===== config.mk =====
export PLATFORM = sky130hd
export DESIGN_NAME = iop_channel_sequencer
export DESIGN_NICKNAME = d
export VERILOG_FILES = /design/src/rtl/iop_channel_sequencer_pkg.sv /design/src/rtl/iop_cc_decode.sv /design/src/rtl/iop_channel_sequencer.sv
export SDC_FILE = /design/constraint.sdc
export NUM_CORES = 1
export LEC_CHECK = 0
export BUFFER_PORTS_ARGS = -buffer_cell sky130_fd_sc_hd__buf_4
export CORE_MARGIN = 4
export CORE_UTILIZATION = 57
export CTS_CLUSTER_SIZE = 20
export DETAILED_ROUTE_END_ITERATION = 10
export GPL_ROUTABILITY_DRIVEN = 0
export PLACE_DENSITY = 0.89
export SLEW_MARGIN = 20
export SYNTH_ARGS = -nofsm -noshare
export SYNTH_HDL_FRONTEND = slang
export SYNTH_SLANG_ARGS = --single-unit

===== constraint.sdc =====
create_clock -name clock -period 2.9 [get_ports clock]
set_input_delay 0.145 -clock clock [delete_from_list [all_inputs] [get_ports clock]]
set_output_delay 0.145 -clock clock [all_outputs]
set_load 0.005 [all_outputs]

===== src/rtl/iop_channel_sequencer_pkg.sv =====
// Shared definitions for the IOP channel sequencer: function codes, condition
// codes, well-known device slots, FSM encodings and the decoded request action.
package iop_channel_sequencer_pkg;

    localparam logic [2:0] FNC_SIO = 3'd0;
    localparam logic [2:0] FNC_TIO = 3'd1;
    localparam logic [2:0] FNC_TDV = 3'd2;
    localparam logic [2:0] FNC_HIO = 3'd3;
    localparam logic [2:0] FNC_AIO = 3'd6;

    localparam logic [1:0] CC_OK    = 2'b00;
    localparam logic [1:0] CC_BUSY  = 2'b01;
    localparam logic [1:0] CC_ERR   = 2'b10;
    localparam logic [1:0] CC_NODEV = 2'b11;

    localparam logic [7:0] DEV_CONSOLE   = 8'd1;
    localparam logic [7:0] DEV_PAPERTAPE = 8'd5;

    typedef enum logic [1:0] {
        REQ_IDLE = 2'd0,
        REQ_ACK  = 2'd1,
        REQ_WAIT = 2'd2
    } req_state_e;

    typedef enum logic [1:0] {
        CH_IDLE  = 2'd0,
        CH_RUN   = 2'd1,
        CH_DRAIN = 2'd2
    } ch_state_e;

    // Everything the request decoder tells the sequencer about one CPU request.
    typedef struct packed {
        logic [1:0] cc;
        logic [7:0] aio_device;
        logic       start;
        logic       halt;
        logic       aio_clear;
    } cc_action_t;

    // AIO reports the error flag in the high bit of the condition code.
    function automatic logic [1:0] aio_cc(input logic err);
        return {err, 1'b0};
    endfunction

endpackage


===== src/rtl/iop_cc_decode.sv =====
// Combinational decode of a latched CPU I/O request against the current
// channel state into a condition code and the channel action it implies.
module iop_cc_decode
    import iop_channel_sequencer_pkg::*;
#(
    parameter int              NDEV         = 8,
    parameter logic [0:NDEV-1] PRESENT_MASK = '0,
    parameter logic [2:0]      IOP_NUM      = 3'd0
) (
    input  logic [2:0]      func_i,
    input  logic [21:31]    device_i,
    input  ch_state_e       ch_state_i,
    input  logic [7:0]      run_dev_i,
    input  logic            irq_i,
    input  logic            err_i,
    input  logic [7:0]      pend_dev_i,
    input  logic [0:NDEV-1] dev_err_i,
    output cc_action_t      act_o
);

    logic [7:0] dev_num;
    logic       slot_present;
    logic       dev_err_sel;
    logic       present;
    logic       running;

    always_comb begin
        dev_num      = device_i[24:31];
        slot_present = 1'b0;
        dev_err_sel  = 1'b0;
        // A device number beyond the last slot never matches, so it reads as absent.
        for (int i = 0; i < NDEV; i++) begin
            if (dev_num == 8'(i)) begin
                slot_present = PRESENT_MASK[i];
                dev_err_sel  = dev_err_i[i];
            end
        end
        present = (device_i[21:23] == IOP_NUM) && slot_present;
        running = (ch_state_i == CH_RUN) && (run_dev_i == dev_num);

        act_o    = '0;
        act_o.cc = CC_NODEV;
        case (func_i)
            FNC_SIO: begin
                if (!present) begin
                    act_o.cc = CC_NODEV;
                end else if ((ch_state_i != CH_IDLE) || irq_i) begin
                    act_o.cc = CC_BUSY;
                end else begin
                    act_o.cc    = CC_OK;
                    act_o.start = 1'b1;
                end
            end
            FNC_TIO, FNC_TDV: begin
                if (!present) begin
                    act_o.cc = CC_NODEV;
                end else if (running) begin
                    act_o.cc = CC_BUSY;
                end else if ((func_i == FNC_TDV) && dev_err_sel) begin
                    act_o.cc = CC_ERR;
                end else begin
                    act_o.cc = CC_OK;
                end
            end
            FNC_HIO: begin
                if (!present) begin
                    act_o.cc = CC_NODEV;
                end else begin
                    act_o.cc   = CC_OK;
                    act_o.halt = running;
                end
            end
            FNC_AIO: begin
                if (irq_i) begin
                    act_o.cc         = aio_cc(err_i);
                    act_o.aio_device = pend_dev_i;
                    act_o.aio_clear  = 1'b1;
                end else begin
                    act_o.cc = CC_NODEV;
                end
            end
            default: act_o.cc = CC_NODEV;
        endcase
    end

endmodule


===== src/rtl/iop_channel_sequencer.sv =====
// IOP channel sequencer: acknowledges CPU I/O requests, runs one device
// controller at a time on the shared memory port, and reports completion by irq.
module iop_channel_sequencer
    import iop_channel_sequencer_pkg::*;
#(
    parameter int              NDEV         = 8,
    parameter logic [0:NDEV-1] PRESENT_MASK = 8'b0100_0100,
    parameter logic [2:0]      IOP_NUM      = 3'd0,
    parameter int              TIMEOUT      = 4096
) (
    input  logic            reset,
    input  logic            clock,
    input  logic            io_req,
    input  logic [0:2]      io_func,
    input  logic [21:31]    io_device,
    output logic            io_ack,
    output logic [0:1]      io_cc,
    output logic [0:7]      io_aio_device,
    output logic [0:NDEV-1] dev_active,
    input  logic [0:NDEV-1] dev_done,
    output logic            mem_owner,
    output logic            irq
);

    localparam int TW = (TIMEOUT > 1) ? $clog2(TIMEOUT) : 1;

    req_state_e      req_state_q;
    logic [2:0]      func_q;
    logic [21:31]    device_q;
    logic            io_ack_q;

    ch_state_e       ch_state_q;
    logic [7:0]      run_dev_q;
    logic [7:0]      pend_dev_q;
    logic [TW-1:0]   tmo_cnt_q;
    logic [TW-1:0]   tmo_cnt_d;
    logic [0:NDEV-1] dev_active_q;
    logic [0:NDEV-1] dev_err_q;
    logic            mem_owner_q;
    logic            irq_q;
    logic            err_q;

    logic [0:NDEV-1] run_onehot;
    logic [0:NDEV-1] start_onehot;
    cc_action_t      act;
    logic            do_start;
    logic            do_halt;
    logic            do_aio_clear;
    logic            done_hit;
    logic            tmo_hit;
    logic            run_end;
    logic            end_err;

    generate
        for (genvar gi = 0; gi < NDEV; gi++) begin : g_slot
            assign run_onehot[gi]   = (run_dev_q == 8'(gi));
            assign start_onehot[gi] = (device_q[24:31] == 8'(gi));
        end
    endgenerate

    iop_cc_decode #(
        .NDEV         (NDEV),
        .PRESENT_MASK (PRESENT_MASK),
        .IOP_NUM      (IOP_NUM)
    ) u_cc_decode (
        .func_i     (func_q),
        .device_i   (device_q),
        .ch_state_i (ch_state_q),
        .run_dev_i  (run_dev_q),
        .irq_i      (irq_q),
        .err_i      (err_q),
        .pend_dev_i (pend_dev_q),
        .dev_err_i  (dev_err_q),
        .act_o      (act)
    );

    // Decoded actions take effect only on the single ack cycle.
    assign do_start     = io_ack_q && act.start;
    assign do_halt      = io_ack_q && act.halt;
    assign do_aio_clear = io_ack_q && act.aio_clear;

    // A completion pulse outranks a coincident timeout or halt.
    assign done_hit  = |(dev_done & run_onehot);
    assign tmo_hit   = (tmo_cnt_q == TW'(TIMEOUT - 1));
    assign run_end   = (ch_state_q == CH_RUN) && (done_hit || tmo_hit || do_halt);
    assign end_err   = !done_hit;
    assign tmo_cnt_d = tmo_cnt_q + 1'b1;

    always_ff @(posedge clock or posedge reset) begin
        if (reset) begin
            req_state_q <= REQ_IDLE;
            func_q      <= '0;
            device_q    <= '0;
            io_ack_q    <= 1'b0;
        end else begin
            case (req_state_q)
                REQ_IDLE: begin
                    if (io_req) begin
                        func_q      <= io_func;
                        device_q    <= io_device;
                        io_ack_q    <= 1'b1;
                        req_state_q <= REQ_ACK;
                    end
                end
                REQ_ACK: begin
                    io_ack_q    <= 1'b0;
                    req_state_q <= REQ_WAIT;
                end
                REQ_WAIT: begin
                    if (!io_req) begin
                        req_state_q <= REQ_IDLE;
                    end
                end
                default: begin
                    io_ack_q    <= 1'b0;
                    req_state_q <= REQ_IDLE;
                end
            endcase
        end
    end

    always_ff @(posedge clock or posedge reset) begin
        if (reset) begin
            ch_state_q   <= CH_IDLE;
            run_dev_q    <= '0;
            pend_dev_q   <= '0;
            tmo_cnt_q    <= '0;
            dev_active_q <= '0;
            dev_err_q    <= '0;
            mem_owner_q  <= 1'b0;
            irq_q        <= 1'b0;
            err_q        <= 1'b0;
        end else begin
            if (do_aio_clear) begin
                irq_q <= 1'b0;
                err_q <= 1'b0;
            end
            case (ch_state_q)
                CH_IDLE: begin
                    if (do_start) begin
                        ch_state_q   <= CH_RUN;
                        run_dev_q    <= device_q[24:31];
                        tmo_cnt_q    <= '0;
                        dev_active_q <= start_onehot;
                        mem_owner_q  <= 1'b1;
                    end
                end
                CH_RUN: begin
                    if (run_end) begin
                        ch_state_q   <= CH_DRAIN;
                        dev_active_q <= '0;
                        mem_owner_q  <= 1'b0;
                        irq_q        <= 1'b1;
                        err_q        <= end_err;
                        pend_dev_q   <= run_dev_q;
                        dev_err_q    <= (dev_err_q & ~run_onehot)
                                      | (run_onehot & {NDEV{end_err}});
                    end else begin
                        tmo_cnt_q <= tmo_cnt_d;
                    end
                end
                CH_DRAIN: ch_state_q <= CH_IDLE;
                default:  ch_state_q <= CH_IDLE;
            endcase
        end
    end

    assign io_ack        = io_ack_q;
    assign io_cc         = io_ack_q ? act.cc : CC_OK;
    assign io_aio_device = io_ack_q ? act.aio_device : 8'd0;
    assign dev_active    = dev_active_q;
    assign mem_owner     = mem_owner_q;
    assign irq           = irq_q;

endmodule


==> summary.log <==
qor: logic_synthesis.synth_seq_cells 65
qor: power.vdd.ir_drop.worst 625 uV
qor: cts.clkSinkCount 65
qor: timing.final_period_demand_of_the_worst_path 2.72 ns
qor: power.p_switching 0.841 mW
qor: logic_synthesis.synthArstFlopShare 100%
qor: die.starting_utilization_of_the_core_area 58.7%
qor: finish.final_core_util 70.6%
qor: logic_synthesis.number_of_instances_in_the_synthesized_netlist 306
qor: worst_setup_path.end_kind primary output
qor: worst_setup_path.startpoint_type register
qor: die.boundaryPins 46
qor: cts.cts-htree-levels 3
qor: cts.setup_buffers_after_cts 0
qor: logic_synthesis.post-synth-top-count-cell sky130_fd_sc_hd__dfrtp_1
qor: die.die_area 6940 sq um
qor: drt.initial_drc_count 335
qor: timing.actual_transition_at_the_worst_max_transition_pin 0.832 ns
qor: timing.timing.final.setup_violations 0
qor: timing.setup-tns-final 0 ns
qor: run_status.outcome finished clean
qor: global_routing.grt.total_usage 23.4%
qor: cts.number_of_gates_resized_after_cts 0
qor: logic_synthesis.synth_area_per_cell 10.6 sq um
qor: die.die_w 83.3 microns
qor: drt.postRouteWirelength 7690 microns
qor: cts.ctsLongestPathBuffers 2
qor: worst_hold_path.hp-class input port to register
qor: logic_synthesis.synth_area 3230 sq um
qor: die.core-area 5510 sq um
qor: finish.num-fill-cells 352
qor: job.max-cap-violations 0
qor: worst_setup_path.required 2.76 ns
qor: finish.drive_gt1_share 28.8%
qor: worst_setup_path.criticalPathCategory register to primary output
qor: drt.drcViolationCount 0
qor: logic_synthesis.synth_cell_type_count 53
qor: power.cell_internal_pwr 1.74 mW
qor: logic_synthesis.dominantRegCellSynth sky130_fd_sc_hd__dfrtp_1
qor: finish.syn2layout_area_growth 20.1%
qor: power.power.share.combinational 21.2%
qor: power.netSwitchingFraction 32.5%
qor: drt.post_drt_wl_per_cell 17.6 microns
qor: logic_synthesis.synthesis.yosys.warnings 0
qor: die.fp-row-count 27
qor: power.seq_power_share 49.2%
qor: timing.setup_skew_after_layout 0.00909 ns
qor: drt.drt-pass1-iter-count 5
qor: logic_synthesis.yosys-top-cells-area sky130_fd_sc_hd__dfrtp_1, sky130_fd_sc_hd__mux2_2, sky130_fd_sc_hd__and2_1, sky130_fd_sc_hd__nand2_1, sky130_fd_sc_hd__mux2i_1
qor: drt.vias_per_cell 6.11
qor: power.powerDensity 665 nW/um^2
qor: global_routing.grt_pass1_vias 2704
qor: global_routing.global_route_wire_length_before_repair 12800 microns
qor: die.die_h 83.3 microns
qor: timing.finalMaxSlewViolations 0
qor: timing.period_share 93.7%
qor: placement.port_buffers 45
qor: logic_synthesis.synth_top_area_share 50.3%
qor: timing.maxClockFrequency 0.368 GHz
qor: logic_synthesis.synth_area_leader_cell sky130_fd_sc_hd__dfrtp_1
qor: logic_synthesis.ys_top_cells_by_count sky130_fd_sc_hd__dfrtp_1, sky130_fd_sc_hd__nand2_1, sky130_fd_sc_hd__mux2_2, sky130_fd_sc_hd__nor2_1, sky130_fd_sc_hd__and2_1
qor: logic_synthesis.synth_seq_area_share 50.3%
qor: global_routing.grt_overflow 0
qor: cts.clk_root_buffer_cell sky130_fd_sc_hd__clkbuf_8
qor: power.p_clk_share 29.6%
qor: cts.clock_tree_from_tritoncts done
qor: cts.clock_latency 0.35 ns
qor: global_routing.grt_start_max_net_pins 42
qor: cts.numCtsBuffers 9
qor: logic_synthesis.postSynthNetCount 332
qor: finish.finalNetCount 385
qor: global_routing.antenna_found_initial 0
qor: drt.vias 2664
qor: power.leakagePower 1.79 nW
qor: cts.cts.reportedPaths.clkPinSlew 0.08 ns
qor: worst_setup_path.crit_fanout 11
qor: finish.diodes 0
qor: worst_setup_path.arrival 2.57 ns
qor: timing.hold_viol_final 0
qor: drt.drtAntennaViolNets 0
qor: placement.dp_hpwl 5320 microns
qor: timing.unrepaired_setup_endpoints_after_global_routing false
qor: timing.maxSlewHeadroom 44.5%
qor: worst_setup_path.reg2reg_slack 0.29 ns
qor: logic_synthesis.synth_enable_flop_cells 0
metrics by stage:
step / power, mW / setup slack, ns / std cells / hold WS [ns] / area [sq um]
2_1_floorplan: 1.60 / 0.701 / 306 / 0.262 / 3230
3_5_place_dp: 1.81 / 0.339 / 418 / 0.357 / 3670
6_report: 2.59 / 0.182 / 436 / 0.0231 / 3880
3_3_place_gp: 1.78 / 0.411 / 418 / 0.347 / 3670
4_1_cts: 2.58 / 0.206 / 435 / 0.000963 / 3870
5_1_grt: 2.71 / 0.0278 / 436 / 0.0165 / 3880
placed cells by master (no fill, tap or decap), types with 2 or more instances in the layout:
cell and count:
sky130_fd_sc_hd__inv_2 2, sky130_fd_sc_hd__clkinvlp_4 3, sky130_fd_sc_hd__mux2_2 19, sky130_fd_sc_hd__clkinv_2 2, sky130_fd_sc_hd__o21a_1 3, sky130_fd_sc_hd__dfrtp_1 65
sky130_fd_sc_hd__o31ai_1 5, sky130_fd_sc_hd__a32oi_1 2, sky130_fd_sc_hd__a41oi_1 3, sky130_fd_sc_hd__nand3_1 9, sky130_fd_sc_hd__mux2i_1 8, sky130_fd_sc_hd__nor2_1 19
sky130_fd_sc_hd__and2_1 14, sky130_fd_sc_hd__buf_4 54, sky130_fd_sc_hd__nor2b_1 2, sky130_fd_sc_hd__mux2_4 3, sky130_fd_sc_hd__and4b_1 2, sky130_fd_sc_hd__o21ai_0 10
sky130_fd_sc_hd__nor4_1 4, sky130_fd_sc_hd__or4_1 8, sky130_fd_sc_hd__and3_1 7, sky130_fd_sc_hd__a31oi_1 6, sky130_fd_sc_hd__nand2b_1 4, sky130_fd_sc_hd__nor3_1 7
sky130_fd_sc_hd__a21oi_1 11, sky130_fd_sc_hd__dlygate4sd3_1 2, sky130_fd_sc_hd__inv_1 10, sky130_fd_sc_hd__o211ai_1 4, sky130_fd_sc_hd__nand2_1 23, sky130_fd_sc_hd__nand3b_1 2
sky130_fd_sc_hd__nand4_1 7, sky130_fd_sc_hd__or3_1 2, sky130_fd_sc_hd__clkbuf_8 9, sky130_fd_sc_hd__xor2_1 7, sky130_fd_sc_hd__nor3b_1 4
cell families after synthesis:
logic type / Yosys count / share of synthesized area [%]
compound gates: 52 / 11.4
xor+xnor: 8 / 2.17
fa+ha+maj: 2 / 0.696
buf+inv: 26 / 3.40
flops: 65 / 50.3
mux: 30 / 10.5
simple gates: 123 / 21.6
metal layers:
layer	part of all wire, %	global-route usage (%)	up-vias
met2	52	39.8	118
met4	2.8	10.5	0
met1	39	27.7	1301
met3	6.3	6.15	23
met5	0	0	-
li1	-	-	1222
power groups by stage:
| stage | sequential [mW] | clock (mW) | combinational [mW] |
|---|---|---|---|
| 3_3_place_gp | 1.26 | 0 | 0.518 |
| 6_report | 1.27 | 0.765 | 0.549 |
| 4_1_cts | 1.26 | 0.766 | 0.551 |
| 5_1_grt | 1.29 | 0.811 | 0.606 |
| 3_5_place_dp | 1.27 | 0 | 0.539 |
| 2_1_floorplan | 1.17 | 0 | 0.424 |
worst max-delay path: stages, from the launching register on:
cell and delay, ns:
sky130_fd_sc_hd__dfrtp_1 0.53, sky130_fd_sc_hd__xor2_1 0.23, sky130_fd_sc_hd__nor4_1 0.32, sky130_fd_sc_hd__buf_4 0.19, sky130_fd_sc_hd__nand4_1 0.21, sky130_fd_sc_hd__maj3_1 0.43, sky130_fd_sc_hd__a21oi_1 0.17, sky130_fd_sc_hd__buf_4 0.13
final timing paths:
kind                            depth (start not counted)                         to                       from
worst max-delay path                                    7                   io_cc[1]   run_dev_q[2]$_DFFE_PP0P_
worst min-delay path                                    2   device_q[25]$_DFFE_PP0P_              io_device[25]
worst max register to register                          7  pend_dev_q[7]$_DFFE_PP0P_   device_q[28]$_DFFE_PP0P_
worst min register to register                          1  pend_dev_q[3]$_DFFE_PP0P_  pend_dev_q[3]$_DFFE_PP0P_
max in group asynchronous                               4                  async pin                      reset
min in group asynchronous                               3   tmo_cnt_q[8]$_DFFE_PP0P_                      reset
final cells by class:
class	count	area, sq um	area share (%)
Sequential cell	65	1630	41.9
Multi-Input combinational cell	215	1500	38.7
Timing Repair Buffer	56	425	11.0
Clock buffer	9	124	3.19
Tap cell	72	90.1	2.32
Clock inverter	7	71.3	1.84
Inverter	12	45.0	1.16
repair_timing:
action,CTS,global route
hold endpoints to repair,34,1
endpoints found under the setup margin,0,0
hold buffers,1,1
No activity file was read; power rests on OpenSTA's default activity.
